$ cat src/rtl/random_engine_seq_ctrl.sv
// Sequencing controller for the LFSR random engine: seed load, warm-up discard,
// valid/ready word handshake and continuous or fixed-length burst runs.
module random_engine_seq_ctrl #(
  parameter int CNT_W  = 16,
  parameter int WARMUP = 8
) (
  input  logic             clk,
  input  logic             rst_n,
  input  logic             start,
  input  logic             stop,
  input  logic             mode,
  input  logic             seed_load,
  input  logic [CNT_W-1:0] burst_len,
  input  logic             out_ready,
  output logic             out_valid,
  output logic             lfsr_load,
  output logic             lfsr_en,
  output logic             active,
  output logic             done,
  output logic [CNT_W-1:0] count_out
);

  localparam int WARM_W = (WARMUP > 1) ? $clog2(WARMUP) : 1;
  localparam logic [WARM_W-1:0] WARM_LAST = (WARMUP > 0) ? WARM_W'(WARMUP - 1) : '0;

  typedef enum logic [2:0] {
    S_IDLE,
    S_LOAD,
    S_WARM,
    S_RUN,
    S_DONE
  } state_t;

  state_t            state;
  state_t            state_nxt;
  logic              mode_q;
  logic [CNT_W-1:0]  len_q;
  logic [WARM_W-1:0] warm_cnt;

  logic accept;
  logic transfer;
  logic burst_last;
  logic empty_burst;

  assign accept      = (state == S_IDLE) && start && !stop;
  assign empty_burst = mode_q && (len_q == '0);
  assign burst_last  = mode_q && (count_out == (len_q - CNT_W'(1)));

  // Datapath strobes stay combinational on stop/out_ready so a stop or a
  // stalled consumer takes effect in the very cycle it is seen.
  assign out_valid = (state == S_RUN) && !stop;
  assign transfer  = out_valid && out_ready;
  assign lfsr_load = (state == S_LOAD) && !stop;
  assign lfsr_en   = ((state == S_WARM) && !stop) || transfer;

  always_comb begin
    state_nxt = state;
    case (state)
      S_IDLE: begin
        if (accept) begin
          if (seed_load)
            state_nxt = S_LOAD;
          else if (mode && (burst_len == '0))
            state_nxt = S_DONE;
          else
            state_nxt = S_RUN;
        end
      end
      S_LOAD: begin
        if (stop)
          state_nxt = S_IDLE;
        else if (WARMUP > 0)
          state_nxt = S_WARM;
        else if (empty_burst)
          state_nxt = S_DONE;
        else
          state_nxt = S_RUN;
      end
      S_WARM: begin
        if (stop)
          state_nxt = S_IDLE;
        else if (warm_cnt == WARM_LAST)
          state_nxt = empty_burst ? S_DONE : S_RUN;
      end
      S_RUN: begin
        if (stop)
          state_nxt = S_IDLE;
        else if (transfer && burst_last)
          state_nxt = S_DONE;
      end
      S_DONE:  state_nxt = S_IDLE;
      default: state_nxt = S_IDLE;
    endcase
  end

  // active/done are registered from the next state so they are glitch-free
  // decodes of the state register.
  always_ff @(posedge clk or negedge rst_n) begin
    if (!rst_n) begin
      state     <= S_IDLE;
      active    <= 1'b0;
      done      <= 1'b0;
      mode_q    <= 1'b0;
      len_q     <= '0;
      warm_cnt  <= '0;
      count_out <= '0;
    end else begin
      state  <= state_nxt;
      active <= (state_nxt == S_LOAD) || (state_nxt == S_WARM) || (state_nxt == S_RUN);
      done   <= (state_nxt == S_DONE);
      if (accept) begin
        mode_q <= mode;
        len_q  <= burst_len;
      end
      warm_cnt <= (state == S_WARM) ? warm_cnt + WARM_W'(1) : '0;
      if (accept)
        count_out <= '0;
      else if (transfer)
        count_out <= count_out + CNT_W'(1);
    end
  end

  a_load_en_exclusive: assert property (@(posedge clk) disable iff (!rst_n)
    !(lfsr_load && lfsr_en));

  a_valid_held: assert property (@(posedge clk) disable iff (!rst_n)
    (out_valid && !out_ready) |=> (out_valid || stop));

endmodule

$ cat config.mk
export PLATFORM = sky130hd
export DESIGN_NAME = random_engine_seq_ctrl
export DESIGN_NICKNAME = d
export VERILOG_FILES = /design/src/rtl/random_engine_seq_ctrl.sv
export SDC_FILE = /design/constraint.sdc
export NUM_CORES = 1
export LEC_CHECK = 0
export ABC_AREA = 1
export CAP_MARGIN = 20
export CORE_MARGIN = 3
export CORE_UTILIZATION = 57
export CTS_BUF_LIST = sky130_fd_sc_hd__clkbuf_8
export DETAILED_ROUTE_END_ITERATION = 7
export DONT_BUFFER_PORTS = 1
export PLACE_DENSITY = 0.72
export SLEW_MARGIN = 20
export SYNTH_ARGS = -nofsm -noshare
export SYNTH_HDL_FRONTEND = slang
export SYNTH_SLANG_ARGS = --single-unit
$ cat constraint.sdc
create_clock -name clk -period 2.3 [get_ports clk]
set_input_delay 0.23 -clock clk [delete_from_list [all_inputs] [get_ports clk]]
set_output_delay 0.23 -clock clk [all_outputs]
set_load 0.03 [all_outputs]
Word-level counts from Yosys, hierarchy flattened

Index checks and enable logic that the tools add are counted.

Output and inout port bits: 21
Register bits after elaboration: 41
Bits of input ports: 23

$add $sub $neg: 3
Muxes and demuxes: 13
Eq/ne operators: 9
Reductions and logical operators: 18

Operators with widths:

| kind                                                | count |
|---|---|
| zero test 16 bit                                    | 2 |
| 2-to-1 mux 16 bit                                   | 2 |
| 2-to-1 mux 3 bit                                    | 9 |
| adder 16 x 1 -> 16 bit (second input constant)      | 1 |
| == test 16 bit                                      | 1 |
| subtractor 16 x 1 -> 16 bit (second input constant) | 1 |
| == test 3 x 2 -> 1 bit (second input constant)      | 4 |
| case mux 3 bit (4 select lines)                     | 1 |
| logical AND 1 bit                                   | 10 |
| == test 3 x 1 -> 1 bit (second input constant)      | 2 |
| == test 3 bit (second input constant)               | 2 |
| adder 3 x 1 -> 3 bit (second input constant)        | 1 |
| zero test 3 bit                                     | 1 |
| logical OR 1 bit                                    | 3 |
| 2-to-1 mux 2 bit                                    | 1 |
| nonzero test 2 bit                                  | 1 |
| zero test 1 bit                                     | 1 |

Longest topological paths before layout

Word-level depth: 10
Gate-level depth with buffers: 13
Mapped depth without buffers: 13

Worst setup path before layout

No wires, ideal clock.

Path kind: register to register
Start: register count_out[0]
End: register count_out[13]
Path buffers: 0
Required time: 2180 ps
Setup time: 120 ps
Path slack: 632 ps
Arrival time: 1548 ps
Period minus slack after synthesis: 1668 ps
Stages on the path, launching flop included: 12
Cells stage by stage: dfrtp_1 > inv_1 > nor3_2 > nand2_1 > inv_2 > nand3_2 > nor2_4 > nand3_2 > clkinv_1 > nand3_1 > nand2_1 > nor2_1

Longest elaborated chain between the ends: 3

RTL lines:

| item                   | RTL line | text |
|---|---|---|
| start, declared        | 20       | `output logic [CNT_W-1:0] count_out` |
| start signal, assigned | 119      | `count_out <= count_out + CNT_W'(1);` |
| adder 16 x 1 -> 16 bit | 119      |  |
| 2-to-1 mux 16 bit      | 118      | `else if (transfer)` |
| 2-to-1 mux 16 bit      | 116      | `if (accept)` |

No other way between the ends. The select of a mux whose other input is x is not followed.
A chain may end at the register's enable or synchronous reset.

Worst setup path in the final report

Same ends and word-level chain as after synthesis.

==> flow_metrics.py <==
metrics = {
    "final_layout": {
        "area_growth_pct": 7.26,
        "nets": 406,
        "drive_gt1_frac": 0.121,
        "n_fill_cell": 422,
        "ff_latch_area_um2": 1030,
        "antenna_cells": 0,
        "multiInputGateArea_um2": 1380,
    },
    "global_routing": {
        "antenna_found_initial": 0,
        "overflow": 0,
        "grt_pass1_wl_um": 9690,
        "grt_use_total": 0.229,
        "grt_max_degree": 42,
        "grt_pass1_vias": 2146,
    },
    "cts": {
        "clk_pin_slew_ps": 80,
        "cts_tree": "done",
        "cts-root-buf": "clkbuf_8",
        "cts_setup_buffers": 0,
        "cts_max_level": 2,
        "hold_buffers": 2,
        "clk_latency_ps": 290,
        "clockBufferDepth": 2,
        "post_cts_resized": 0,
        "clock_sinks": 41,
        "cts_buffers": 5,
    },
    "placed_design": {
        "pre_cts_ws_ps": 386,
        "gp_congestion": 0.946,
        "portBuffers": 0,
        "dp_hpwl_um": 4470,
    },
    "power": {
        "power.leakage_uw": 0.00144,
        "combPwrFrac": 0.382,
        "powerDensity_nw_per_um2": 861,
        "p_int_uw": 1390,
        "finalPower_uw": 2440,
        "seqPwrFrac": 0.433,
        "pwr-share-clk": 0.185,
        "switching_share": 0.429,
        "p_sw_uw": 1040,
        "peakVddDrop_uv": 565,
    },
    "synthesis": {
        "synth.yosys.seq_area_share": 0.389,
        "netlist_top_cells_count": "nand2_1, inv_1, dfrtp_1, nor2_1, o21ai_0",
        "synth_edf_count": 0,
        "synth.avg_cell_area_um2": 7.13,
        "synth.top_cell.area_share": 0.389,
        "synth_top_flop_cell": "dfrtp_1",
        "synth_most_common_cell": "nand2_1",
        "netlist_area_um2": 2640,
        "synth_cell_type_count": 33,
        "synth_top_cells_by_area": "dfrtp_1, nand2_1, inv_1",
        "synthCells": 370,
        "async_flop_share": 1.00,
        "synth_top_area_cell": "dfrtp_1",
        "synth_seq_cells": 41,
        "synthesis.nets": 397,
        "ys_warn_count": 0,
    },
    "sta": {
        "rsz0062_at_grt": "false",
        "tns_ps": 0,
        "min_period_over_period": 0.833,
        "min_period_ps": 1920,
        "finalWorstSetupSlack_ps": 385,
        "fmax_mhz": 522,
        "maxSlewViolCount": 0,
        "slew_headroom": 0.663,
        "setup_violations": 0,
        "final_hold_viol_count": 0,
        "finClkSkew_ps": 8.80,
        "worstMarginPinSlew_ps": 506,
    },
    "setup_path": {
        "path_class": "register to register",
        "cp_max_fo": 5,
        "cp_slowest_cell": "dfrtp_1",
        "slowest_delay_ps": 570,
        "crit_required_ps": 2480,
        "critPathTopFamily": "simple AND/OR/NAND/NOR gates",
        "rr_worst_depth": 11,
        "r2r_start": "count_out[0]$_DFFE_PN0P_",
        "cp_num_buf_inv": 3,
        "end_kind": "register",
        "cp-start-kind": "register",
        "crit_path_cell_trace": "inv_1 -> nor3_2 -> nand2_1 -> inv_2 -> nand3_2 -> nor2_4 -> nand3_2 -> clkinv_1 -> nand3_1 -> nand2_1 -> nor2_1",
        "r2r_end": "count_out[13]$_DFFE_PN0P_",
        "cp.arrival_ps": 2100,
        "r2r_slack_ps": 380,
    },
    "worst_hold_path": {
        "worst_hold_path.endpoint": "len_q[5]$_DFFE_PN0P_",
        "hold_class": "input pin to register",
        "hold_start": "burst_len[5]",
        "hold_depth": 2,
    },
    "routing": {
        "viasPerCell": 5.32,
        "dr.pass1.iters": 4,
        "routedWlPerCell_um": 13.5,
        "drt_iter0_drc": 125,
        "routed_wirelength_um": 5830,
        "route.detailed.drc": 0,
        "via_count": 2300,
        "drtAntennaViolNets": 0,
    },
    "die": {
        "io_pins": 44,
        "die_w_um": 74.0,
        "initial_utilization": 0.598,
        "die_y_um": 74.0,
        "core_area_um2": 4410,
        "core.rowCount": 24,
        "dieArea_um2": 5480,
    },
    "run": {
        "maxCapViolCount": 0,
    },
    "outcome": {
        "outcome": "finished, final reports clean",
    },
}
-- metal layers --
metal,track usage,share of wire,vias up
li1,-,-,1188
met1,0.318,0.46,1047
met2,0.362,0.48,55
met3,0.0473,0.043,10
met4,0.0684,0.015,0
met5,0,0,-
-- power by group through the flow --
stage	Combinational [uW]	Sequential (uW)	Clock [uW]
after floorplan	763	1020	0
after global placement	892	1070	0
after detailed placement	910	1070	0
after CTS	935	1060	465
after global routing	1080	1080	494
final	930	1060	451
-- worst max path at each step --
stage,from,end,slack (ps),depth (start not counted)
global route,count_out[0]$_DFFE_PN0P_,count_out[13]$_DFFE_PN0P_,190,11
finish,count_out[0]$_DFFE_PN0P_,count_out[13]$_DFFE_PN0P_,380,11
floorplan,count_out[0]$_DFFE_PN0P_,count_out[13]$_DFFE_PN0P_,630,11
detailed placement,count_out[0]$_DFFE_PN0P_,count_out[13]$_DFFE_PN0P_,390,11
CTS,count_out[0]$_DFFE_PN0P_,count_out[13]$_DFFE_PN0P_,360,11
global placement,count_out[0]$_DFFE_PN0P_,count_out[13]$_DFFE_PN0P_,410,11
-- through the flow --
step	util	hold WS [ps]	instances	instance area [um2]
after floorplan	-	-65.6	370	2640
after global placement	0.615	-64.4	422	2720
after detailed placement	0.615	-64.4	422	2720
after CTS	0.641	43.4	432	2830
after global routing	0.641	49.1	432	2830
final	0.641	52.6	432	2830
-- layout make-up --
type	count	area share
Multi-Input combinational cell	268	0.488
Tap cell	52	0.0230
Clock inverter	3	0.00487
Clock buffer	5	0.0243
Sequential cell	41	0.363
Inverter	57	0.0756
Timing Repair Buffer	6	0.0212
-- state kept, by name (all words and copies together) (netlist names) --
signal     count
active         1
warm_cnt       3
len_q         16
mode_q         1
done           1
count_out     16
state          3
-- layout by cell type (no fill, tap or decap) --
cell,n
a211oi_1,2
a21oi_1,13
a221oi_1,1
a31oi_1,1
and2_1,1
buf_12,1
buf_4,4
clkbuf_8,5
clkinv_1,3
clkinv_2,2
dfrtp_1,41
dlygate4sd3_1,1
ha_1,4
inv_1,50
inv_2,5
nand2_1,105
nand2_2,4
nand2_4,2
nand3_1,19
nand3_2,3
nand3b_1,3
nand4_1,4
nand4_2,2
nor2_1,37
nor2_2,9
nor2_4,4
nor2_8,1
nor3_1,6
nor3_2,3
nor4_1,1
o21ai_0,25
o21ai_1,4
o31ai_1,1
or2_2,1
xnor2_1,7
xor2_1,5
-- logic make-up (layout without fill, tap and decap cells) --
| group | count (synthesis) | after routing | share of synthesized area |
|---|---|---|---|
| adder cells (fa/ha/maj) | 4 | 4 | 0.0190 |
| buffers and inverters | 61 | 71 | 0.0873 |
| XOR/XNOR | 12 | 12 | 0.0398 |
| AND/OR/NAND/NOR | 205 | 205 | 0.371 |
| flip-flops | 41 | 41 | 0.389 |
| AO/OA/AOI/OAI | 47 | 47 | 0.0939 |
(Power assumes the default switching activity.)
